<file path="src/rtl/pipeline_hazard_ctrl_if.sv">
// Decode-to-controller hazard interface: decode/redirect inputs and pipeline control outputs.
interface pipeline_hazard_ctrl_if #(
  parameter int unsigned REG_ADDR_W = 5,
  parameter int unsigned DEPTH      = 3
);
  localparam int unsigned SEL_W = $clog2(DEPTH + 1);

  logic                  d_valid;
  logic [REG_ADDR_W-1:0] d_rs1;
  logic [REG_ADDR_W-1:0] d_rs2;
  logic                  d_use_rs1;
  logic                  d_use_rs2;
  logic [REG_ADDR_W-1:0] d_rd;
  logic                  d_wr_en;
  logic                  d_is_load;
  logic                  d_halt;
  logic                  redirect;

  logic                  fetch_en;
  logic                  stall_fd;
  logic                  flush_fd;
  logic                  bubble_de;
  logic [SEL_W-1:0]      fwd_rs1_sel;
  logic [SEL_W-1:0]      fwd_rs2_sel;
  logic                  ohalt;

  // Decode/EX side: presents the instruction, consumes the control decisions.
  modport master (
    output d_valid, d_rs1, d_rs2, d_use_rs1, d_use_rs2, d_rd, d_wr_en, d_is_load, d_halt, redirect,
    input  fetch_en, stall_fd, flush_fd, bubble_de, fwd_rs1_sel, fwd_rs2_sel, ohalt
  );

  // Hazard controller side.
  modport slave (
    input  d_valid, d_rs1, d_rs2, d_use_rs1, d_use_rs2, d_rd, d_wr_en, d_is_load, d_halt, redirect,
    output fetch_en, stall_fd, flush_fd, bubble_de, fwd_rs1_sel, fwd_rs2_sel, ohalt
  );
endinterface

</file>
<file path="src/rtl/pipeline_hazard_ctrl.sv">
// Hazard and sequencing controller for the in-order pipelined core.
// Tracks writer info for DEPTH stages after decode, drives forwarding selects,
// load-use stall/bubble, redirect flush and a halt-drain FSM.
// Optional feature: define PERF_CNT_EN to add stall_cnt/flush_cnt cycle counters.
module pipeline_hazard_ctrl #(
  parameter int unsigned REG_ADDR_W = 5,
  parameter int unsigned DEPTH      = 3,
  parameter int unsigned LOAD_STAGE = 2
) (
  input  logic                  clk,
  input  logic                  rst,
  pipeline_hazard_ctrl_if.slave bus
`ifdef PERF_CNT_EN
  ,
  output logic [31:0]           stall_cnt,
  output logic [31:0]           flush_cnt
`endif
);

  localparam int unsigned SEL_W = $clog2(DEPTH + 1);

  typedef struct packed {
    logic                  valid;
    logic                  wr_en;
    logic                  is_load;
    logic                  halt;
    logic [REG_ADDR_W-1:0] rd;
  } shadow_t;

  typedef enum logic [1:0] {
    ST_RUN,
    ST_DRAIN,
    ST_HALTED
  } state_e;

  state_e           state_q, state_d;
  shadow_t          shadow_q [1:DEPTH];
  shadow_t          shadow_d [1:DEPTH];

  logic [SEL_W-1:0] rs1_hit_c, rs2_hit_c;
  logic             rs1_load_c, rs2_load_c;
  logic             rs1_lu_c, rs2_lu_c, load_use_c;
  logic             acc_c;
  logic             fetch_c, stall_c, flush_c, bubble_c, ohalt_c;
  logic [SEL_W-1:0] sel1_c, sel2_c;

  // Youngest matching writer per operand; scanning old to young lets the youngest overwrite.
  always_comb begin
    rs1_hit_c  = '0;
    rs2_hit_c  = '0;
    rs1_load_c = 1'b0;
    rs2_load_c = 1'b0;
    for (int k = int'(DEPTH); k >= 1; k--) begin
      if (shadow_q[k].valid && shadow_q[k].wr_en &&
          (shadow_q[k].rd == bus.d_rs1) && (bus.d_rs1 != '0)) begin
        rs1_hit_c  = SEL_W'(k);
        rs1_load_c = shadow_q[k].is_load && (k < int'(LOAD_STAGE));
      end
      if (shadow_q[k].valid && shadow_q[k].wr_en &&
          (shadow_q[k].rd == bus.d_rs2) && (bus.d_rs2 != '0)) begin
        rs2_hit_c  = SEL_W'(k);
        rs2_load_c = shadow_q[k].is_load && (k < int'(LOAD_STAGE));
      end
    end
  end

  // Load data not yet available for a used operand of a valid decode instruction.
  always_comb begin
    rs1_lu_c   = bus.d_valid && bus.d_use_rs1 && rs1_load_c;
    rs2_lu_c   = bus.d_valid && bus.d_use_rs2 && rs2_load_c;
    load_use_c = rs1_lu_c || rs2_lu_c;
  end

  // FSM next state and pipeline control outputs.
  always_comb begin
    state_d  = state_q;
    acc_c    = 1'b0;
    fetch_c  = 1'b0;
    stall_c  = 1'b0;
    flush_c  = 1'b0;
    bubble_c = 1'b0;
    ohalt_c  = 1'b0;
    sel1_c   = '0;
    sel2_c   = '0;
    unique case (state_q)
      ST_RUN: begin
        if (bus.redirect) begin
          flush_c  = 1'b1;
          bubble_c = 1'b1;
        end else if (load_use_c) begin
          stall_c  = 1'b1;
          bubble_c = 1'b1;
        end
        sel1_c  = rs1_lu_c ? '0 : rs1_hit_c;
        sel2_c  = rs2_lu_c ? '0 : rs2_hit_c;
        acc_c   = bus.d_valid && !stall_c && !bus.redirect;
        fetch_c = !(acc_c && bus.d_halt);
        if (acc_c && bus.d_halt) begin
          state_d = ST_DRAIN;
        end
      end
      ST_DRAIN: begin
        // Redirects are ignored while draining; only in-flight work matters.
        stall_c  = load_use_c;
        bubble_c = load_use_c;
        sel1_c   = rs1_lu_c ? '0 : rs1_hit_c;
        sel2_c   = rs2_lu_c ? '0 : rs2_hit_c;
        if (shadow_q[DEPTH].valid && shadow_q[DEPTH].halt) begin
          ohalt_c = 1'b1;
          state_d = ST_HALTED;
        end
      end
      ST_HALTED: begin
        ohalt_c = 1'b1;
      end
      default: begin
        state_d = ST_RUN;
      end
    endcase
  end

  // Shadow shift: accepted decode enters stage 1, everything else moves down one stage.
  always_comb begin
    shadow_d[1] = '0;
    if (acc_c) begin
      shadow_d[1].valid   = 1'b1;
      shadow_d[1].wr_en   = bus.d_wr_en;
      shadow_d[1].is_load = bus.d_is_load;
      shadow_d[1].halt    = bus.d_halt;
      shadow_d[1].rd      = bus.d_rd;
    end
    for (int k = 2; k <= int'(DEPTH); k++) begin
      shadow_d[k] = shadow_q[k-1];
    end
  end

  // State and shadow registers.
  always_ff @(posedge clk or negedge rst) begin
    if (!rst) begin
      state_q <= ST_RUN;
      for (int k = 1; k <= int'(DEPTH); k++) begin
        shadow_q[k] <= '0;
      end
    end else begin
      state_q  <= state_d;
      shadow_q <= shadow_d;
    end
  end

`ifdef PERF_CNT_EN
  // Stall and redirect-flush cycle counters, wrapping, frozen once halted.
  always_ff @(posedge clk or negedge rst) begin
    if (!rst) begin
      stall_cnt <= '0;
      flush_cnt <= '0;
    end else if (state_q != ST_HALTED) begin
      if (stall_c) stall_cnt <= stall_cnt + 32'd1;
      if (flush_c) flush_cnt <= flush_cnt + 32'd1;
    end
  end
`endif

  assign bus.fetch_en    = fetch_c;
  assign bus.stall_fd    = stall_c;
  assign bus.flush_fd    = flush_c;
  assign bus.bubble_de   = bubble_c;
  assign bus.fwd_rs1_sel = sel1_c;
  assign bus.fwd_rs2_sel = sel2_c;
  assign bus.ohalt       = ohalt_c;

endmodule

</file>
<file path="src/flat_wrapper.sv">
// flat-port wrapper written by rule: the top's interface ports become plain ports
module pipeline_hazard_ctrl_flat 
#(
  parameter int unsigned REG_ADDR_W = 5,
  parameter int unsigned DEPTH      = 3,
  parameter int unsigned LOAD_STAGE = 2
)
  (clk, rst, bus_d_valid, bus_d_rs1, bus_d_rs2, bus_d_use_rs1, bus_d_use_rs2, bus_d_rd, bus_d_wr_en, bus_d_is_load, bus_d_halt, bus_redirect, bus_fetch_en, bus_stall_fd, bus_flush_fd, bus_bubble_de, bus_fwd_rs1_sel, bus_fwd_rs2_sel, bus_ohalt);
  pipeline_hazard_ctrl_if #(.REG_ADDR_W(REG_ADDR_W), .DEPTH(DEPTH)) bus_i ();
  input  logic clk;
  input  logic rst;
  input wire logic [$bits(bus_i.d_valid)-1:0] bus_d_valid;
  input wire logic [$bits(bus_i.d_rs1)-1:0] bus_d_rs1;
  input wire logic [$bits(bus_i.d_rs2)-1:0] bus_d_rs2;
  input wire logic [$bits(bus_i.d_use_rs1)-1:0] bus_d_use_rs1;
  input wire logic [$bits(bus_i.d_use_rs2)-1:0] bus_d_use_rs2;
  input wire logic [$bits(bus_i.d_rd)-1:0] bus_d_rd;
  input wire logic [$bits(bus_i.d_wr_en)-1:0] bus_d_wr_en;
  input wire logic [$bits(bus_i.d_is_load)-1:0] bus_d_is_load;
  input wire logic [$bits(bus_i.d_halt)-1:0] bus_d_halt;
  input wire logic [$bits(bus_i.redirect)-1:0] bus_redirect;
  output wire logic [$bits(bus_i.fetch_en)-1:0] bus_fetch_en;
  output wire logic [$bits(bus_i.stall_fd)-1:0] bus_stall_fd;
  output wire logic [$bits(bus_i.flush_fd)-1:0] bus_flush_fd;
  output wire logic [$bits(bus_i.bubble_de)-1:0] bus_bubble_de;
  output wire logic [$bits(bus_i.fwd_rs1_sel)-1:0] bus_fwd_rs1_sel;
  output wire logic [$bits(bus_i.fwd_rs2_sel)-1:0] bus_fwd_rs2_sel;
  output wire logic [$bits(bus_i.ohalt)-1:0] bus_ohalt;
  assign bus_i.d_valid = bus_d_valid;
  assign bus_i.d_rs1 = bus_d_rs1;
  assign bus_i.d_rs2 = bus_d_rs2;
  assign bus_i.d_use_rs1 = bus_d_use_rs1;
  assign bus_i.d_use_rs2 = bus_d_use_rs2;
  assign bus_i.d_rd = bus_d_rd;
  assign bus_i.d_wr_en = bus_d_wr_en;
  assign bus_i.d_is_load = bus_d_is_load;
  assign bus_i.d_halt = bus_d_halt;
  assign bus_i.redirect = bus_redirect;
  assign bus_fetch_en = bus_i.fetch_en;
  assign bus_stall_fd = bus_i.stall_fd;
  assign bus_flush_fd = bus_i.flush_fd;
  assign bus_bubble_de = bus_i.bubble_de;
  assign bus_fwd_rs1_sel = bus_i.fwd_rs1_sel;
  assign bus_fwd_rs2_sel = bus_i.fwd_rs2_sel;
  assign bus_ohalt = bus_i.ohalt;
  pipeline_hazard_ctrl #(.REG_ADDR_W(REG_ADDR_W), .DEPTH(DEPTH), .LOAD_STAGE(LOAD_STAGE)) u_core (.clk(clk), .rst(rst), .bus(bus_i));
endmodule
</file>
<file path="config.mk">
export PLATFORM = sky130hd
export DESIGN_NAME = pipeline_hazard_ctrl_flat
export DESIGN_NICKNAME = d
export VERILOG_FILES = /design/src/rtl/pipeline_hazard_ctrl_if.sv /design/src/rtl/pipeline_hazard_ctrl.sv /design/src/flat_wrapper.sv
export SDC_FILE = /design/constraint.sdc
export NUM_CORES = 1
export LEC_CHECK = 0
export BUFFER_PORTS_ARGS = -buffer_cell sky130_fd_sc_hd__buf_2
export CORE_ASPECT_RATIO = 1.2
export CORE_MARGIN = 2
export CORE_UTILIZATION = 55
export DETAILED_ROUTE_END_ITERATION = 16
export PLACE_DENSITY = 0.81
export SETUP_SLACK_MARGIN = 0.5
export SKIP_LAST_GASP = 1
export SLEW_MARGIN = 20
export SYNTH_ARGS = -nofsm -noshare
export SYNTH_HDL_FRONTEND = slang
export SYNTH_SLANG_ARGS = --single-unit
</file>
<file path="constraint.sdc">
create_clock -name clk -period 2.9 [get_ports clk]
set_input_delay 0.145 -clock clk [delete_from_list [all_inputs] [get_ports clk]]
set_output_delay 0.145 -clock clk [all_outputs]
set_load 0.02 [all_outputs]
</file>
==> After elaboration in Yosys (flattened, before gate mapping) <==
Cells that the tools add are included.
{ "classes": {"muxes": 28, "bitwise": 1, "n_reduce_logical": 32, "eq_ne": 10} }
{ "op_table": {"columns": ["cell", "count"], "rows": [
  ["5-bit equality test", 6],
  ["2-bit two-way mux", 12],
  ["1-bit logical AND", 23],
  ["1-bit two-way mux", 11],
  ["5-bit nonzero test", 2],
  ["9-bit two-way mux", 1],
  ["1-bit case mux with 2 select lines", 3],
  ["2-bit case mux with 3 select lines", 1],
  ["2-bit by 1-bit inequality test with 1-bit output (second input constant)", 2],
  ["1-bit logical NOT", 3],
  ["3-bit AND reduction", 1],
  ["2-bit by 1-bit equality test with 1-bit output (second input constant)", 1],
  ["2-bit equality test (second input constant)", 1],
  ["2-bit logical NOT", 1],
  ["2-bit OR reduction", 1],
  ["1-bit logical OR", 1],
  ["1-bit inverter", 1]
]} }
{ "word_totals": {"output_inout_bits": 9, "input_bits": 24, "register_bits": 27, "wordCells": 85} }

==> Depth between registers and ports, before layout <==
{ "depth": {"ltp_word": 15, "ltp_mapped": 6} }

==> Worst setup path after synthesis <==
OpenSTA, ideal clock, no wires.
{ "synth_path": {"kind": "register to output", "startpoint": "register u_core.shadow_q, in the netlist u_core.shadow_d[13]", "endpoint": "output port bus_bubble_de", "setup_slack_ns": 0.902, "stages_incl_launch_ff": 6, "arrival_time_ns": 1.853, "cell_sequence": "dfrtp_1 > xor2_1 > or4_4 > nor4_4 > nor2_2 > o21bai_1"} }
{ "synth_between": {"elab_chain_cells": 9} }
{ "synth_lines": {"columns": ["element", "line", "source"], "rows": [
  ["start, declared", "pipeline_hazard_ctrl.sv:37", "shadow_t shadow_q [1:DEPTH];"],
  ["start signal, assigned", "pipeline_hazard_ctrl.sv:146", "shadow_q <= shadow_d;"],
  ["5-bit equality test, on equally long branches", "pipeline_hazard_ctrl.sv:55, pipeline_hazard_ctrl.sv:60", null],
  ["1-bit logical AND, on equally long branches", "pipeline_hazard_ctrl.sv:54, pipeline_hazard_ctrl.sv:59", null],
  ["1-bit logical AND, on equally long branches", "pipeline_hazard_ctrl.sv:55, pipeline_hazard_ctrl.sv:60", null],
  ["1-bit two-way mux, on equally long branches", "pipeline_hazard_ctrl.sv:54, pipeline_hazard_ctrl.sv:59", null],
  ["1-bit logical AND, on equally long branches", "pipeline_hazard_ctrl.sv:69, pipeline_hazard_ctrl.sv:70", null],
  ["1-bit logical OR (*)", "pipeline_hazard_ctrl.sv:71", "load_use_c = rs1_lu_c || rs2_lu_c;"],
  ["1-bit two-way mux", "pipeline_hazard_ctrl.sv:90", "end else if (load_use_c) begin"],
  ["1-bit two-way mux", "pipeline_hazard_ctrl.sv:87", "if (bus.redirect) begin"],
  ["1-bit case mux with 2 select lines (*)", "pipeline_hazard_ctrl.sv:85", "unique case (state_q)"],
  ["end, declared", "flat_wrapper.sv:25", "output wire logic [$bits(bus_i.bubble_de)-1:0] bus_bubble_de;"]
]} }
Mark *: on every way between the ends. The rest lies on a longest branch, timed or not.

==> Final worst setup path <==
{ "layout_path": {"startpoint": "register u_core.shadow_q, in the netlist u_core.shadow_d[13]", "endpoint": "output port bus_stall_fd"} }
{ "layout_between": {"elab_chain_cells": 10} }
{ "layout_lines": {"columns": ["element", "line", "source"], "rows": [
  ["5-bit equality test, on equally long branches", "pipeline_hazard_ctrl.sv:55, pipeline_hazard_ctrl.sv:60", null],
  ["1-bit logical AND, on equally long branches", "pipeline_hazard_ctrl.sv:54, pipeline_hazard_ctrl.sv:59", null],
  ["1-bit logical AND, on equally long branches", "pipeline_hazard_ctrl.sv:55, pipeline_hazard_ctrl.sv:60", null],
  ["1-bit two-way mux, on equally long branches", "pipeline_hazard_ctrl.sv:54, pipeline_hazard_ctrl.sv:59", null],
  ["1-bit logical AND, on equally long branches", "pipeline_hazard_ctrl.sv:69, pipeline_hazard_ctrl.sv:70", null],
  ["1-bit logical OR (*)", "pipeline_hazard_ctrl.sv:71", null],
  ["1-bit two-way mux", "pipeline_hazard_ctrl.sv:90", null],
  ["1-bit two-way mux", "pipeline_hazard_ctrl.sv:87", null],
  ["1-bit two-way mux", "pipeline_hazard_ctrl.sv:85", null],
  ["1-bit case mux with 2 select lines (*)", "pipeline_hazard_ctrl.sv:85", null],
  ["end, declared", "flat_wrapper.sv:23", "output wire logic [$bits(bus_i.stall_fd)-1:0] bus_stall_fd;"]
]} }
Mark *: on every way between the ends. The rest lies on a longest branch, timed or not. The select of a mux whose other input is x is not followed.

==> flow_metrics.env <==
export IMPL_grt_pass1_vias=1083
export IMPL_drc=0
export IMPL_fin_nets=199
export IMPL_drt_initial_drc_count=24
export IMPL_dieWidth_microns=51.2
export IMPL_area_delta_synth_final_pct=17.2
export IMPL_cts_buffer_depth=2
export IMPL_rsz0062_at_grt="true"
export IMPL_worst_path_max_fanout=4
export IMPL_die_area_sq_um=3100
export IMPL_grtUsageTotal_pct=22.6
export IMPL_grt_max_degree=28
export IMPL_cts_tree="done"
export IMPL_fin_tns_setup_ns=0
export IMPL_root_buffer="clkbuf_4"
export IMPL_min_to="u_core.shadow_d[9]$_DFF_PN0_"
export IMPL_min_path_type="in2reg"
export IMPL_synth_area_leaders="dfrtp_1 (46%), xnor2_1 (16%), and2_1 (3.8%)"
export IMPL_die_y_microns=60.6
export IMPL_layout_commonest_cell="buf_2"
export IMPL_setup_viol=0
export IMPL_dr_pass1_iters=4
export IMPL_io_buffer_count=32
export IMPL_critPathRequiredTime_ns=2.76
export IMPL_rr_startpoint="u_core.shadow_d[13]$_DFF_PN0_"
export IMPL_power_w=0.00103
export IMPL_max_cap_viol_count=0
export IMPL_hold_violations=0
export IMPL_min_period_ns=2.31
export IMPL_cp_arrival_ns=2.17
export IMPL_cts_buffers_inserted=3
export IMPL_ys_ff_latch=27
export IMPL_ys_warn_count=0
export IMPL_num_antenna_cells=0
export IMPL_synth_top_family_by_area="simple AND/OR/NAND/NOR gates"
export IMPL_timing_fmax_mhz=432
export IMPL_leakagePower_nw=0.746
export IMPL_setup_slack_ns=0.585
export IMPL_drive_gt1_share_pct=27.5
export IMPL_seq_area_frac_synth_pct=46.0
export IMPL_ir_drop_uv=383
export IMPL_avgRoutedWirePerCell_microns=14.9
export IMPL_yosysTopAreaCell="dfrtp_1"
export IMPL_endpoint_kind="primary output"
export IMPL_hp_start="bus_d_rd[0]"
export IMPL_dp_hpwl_microns=2410
export IMPL_powerDensity_nw_per_um2=597
export IMPL_via_count=1136
export IMPL_synth_mux_area_share_pct=0
export IMPL_synth_top_area_share_pct=46.0
export IMPL_synthAdderAreaFrac_pct=2.56
export IMPL_synthXorXnorAreaFrac_pct=17.9
export IMPL_via_per_inst=5.57
export IMPL_yosys_most_used_dff="dfrtp_1"
export IMPL_core_sq_um=2530
export IMPL_synthArstFlopShare_pct=100
export IMPL_startpoint_type="register"
export IMPL_rr_worst_depth=6
export IMPL_tightest_slew_ns=0.595
export IMPL_clkLatencyLatePin_ns=0.32
export IMPL_yosys_cell_types_count=35
export IMPL_gp_congestion=0.966
export IMPL_rows=20
export IMPL_io_pins=33
export IMPL_routed_wl_microns=3040
export IMPL_status="complete, no violations"
export IMPL_syn_num_nets=160
export IMPL_avgSynthCellArea_sq_um=11.0
export IMPL_start_util_pct=58.1
export IMPL_syn_cell_area_sq_um=1470
export IMPL_synthSimpleGateAreaFrac_pct=25.1
export IMPL_grt_pass1_wl_microns=5060
export IMPL_path_clk_slew_ns=0.14
export IMPL_cts_sinks=27
export IMPL_fin_crit_sh_pct=79.8
export IMPL_synth_compound_area_share_pct=7.58
export IMPL_r2r_slack_ns=0.97
export IMPL_grt_overflow_total=0
export IMPL_synth_edf_count=0
export IMPL_antenna_left=0
export IMPL_post_place_ws_ns=0.860
export IMPL_layout_common_cells="buf_2 (32), xnor2_1 (27), dfrtp_1 (27), and2_1 (9), nand2_1 (8)"
export IMPL_skew_ns=0.00265
export IMPL_cts_htree_levels=1
export IMPL_maxSlewHeadroom_pct=60.3
export IMPL_synthCells=133
export IMPL_path_class="reg2out"
export IMPL_worstReg2RegEnd="u_core.shadow_d[13]$_DFF_PN0_"
export IMPL_min_path_cells=2
export IMPL_slew_violations=0
export IMPL_grt_antenna_before_repair=0
-- sequential cells by signal (all words and copies together) (netlist names) --
name             count
u_core.shadow_d     17
u_core.state_q       2
u_core.shadow_q      8
-- worst max-delay path by stage --
stage | slack, ns | depth (start not counted) | start | end
2_1_floorplan | 0.90 | 5 | u_core.shadow_d[13]$_DFF_PN0_ | bus_bubble_de
3_3_place_gp | 0.92 | 6 | u_core.shadow_d[13]$_DFF_PN0_ | bus_bubble_de
3_5_place_dp | 0.86 | 6 | u_core.shadow_d[13]$_DFF_PN0_ | bus_stall_fd
4_1_cts | 0.54 | 6 | u_core.shadow_d[13]$_DFF_PN0_ | bus_stall_fd
5_1_grt | 0.48 | 6 | u_core.shadow_d[13]$_DFF_PN0_ | bus_bubble_de
6_report | 0.59 | 6 | u_core.shadow_d[13]$_DFF_PN0_ | bus_stall_fd
-- worst max-delay path: stages, from the launching register on --
cell and delay (ns):
dfrtp_1 0.44, xor2_1 0.17, or4_4 0.54, nor4_4 0.25, nor2_2 0.11, nor2_1 0.16
buf_2 0.18
-- per-stage QoR --
stage	util [%]	area (sq um)	std cells	hold slack, ns
6_report	68.1	1720	204	0.0134
5_1_grt	68.1	1720	204	0.0000119
4_1_cts	67.9	1720	204	0.00396
3_5_place_dp	65.9	1670	197	0.185
3_3_place_gp	65.9	1670	197	0.175
2_1_floorplan	-	1470	133	-0.151
-- power breakdown --
group          switching (W)  internal, W  leakage (nW)
combinational       0.000222     0.000170         0.365
clock               0.000107    0.0000539        0.0150
sequential         0.0000469     0.000427         0.366
-- repair_timing --
item | 4_1_cts | 5_1_grt
setup buffers | 2 | 0
pin swaps | 1 | 2
hold endpoints to repair | 27 | 0
setup endpoints to repair | 2 | 3
hold buffers | 1 | 0
gates resized for setup | 0 | 1
-- synthesized netlist by cell type (all sizes together), types with 3 or more instances --
| master | n |
|---|---|
| xnor2 | 27 |
| nor2 | 8 |
| nand2 | 8 |
| nand4 | 4 |
| and2 | 9 |
| nand3 | 7 |
| nor3 | 8 |
| xor2 | 3 |
| or4 | 3 |
| nor2b | 3 |
| ha | 3 |
| nor4 | 3 |
| dfrtp | 27 |
-- cell type report --
class                      instances  area (sq um)
sequential                        27           676
timing repair buffer              35           185
multi-input combinational        103           786
fill                             197           806
inverter                           2          7.51
tap                               33          41.3
clock buffer                       4          26.3
-- kinds of logic after synthesis --
logic type               after synthesis
AO/OA/AOI/OAI                         12
XOR/XNOR                              30
adder cells (fa/ha/maj)                3
buffers and inverters                  3
flip-flops                            27
AND/OR/NAND/NOR                       58
-- per-layer routing --
layer	vias to the layer above	share of wire, %	global-route usage [%]
met4	0	0.95	8.49
met2	40	55	38.6
met5	-	0	0
li1	543	-	-
met3	6	4.0	2.96
met1	547	40	29.7
Power figures use the tool's default switching activity.
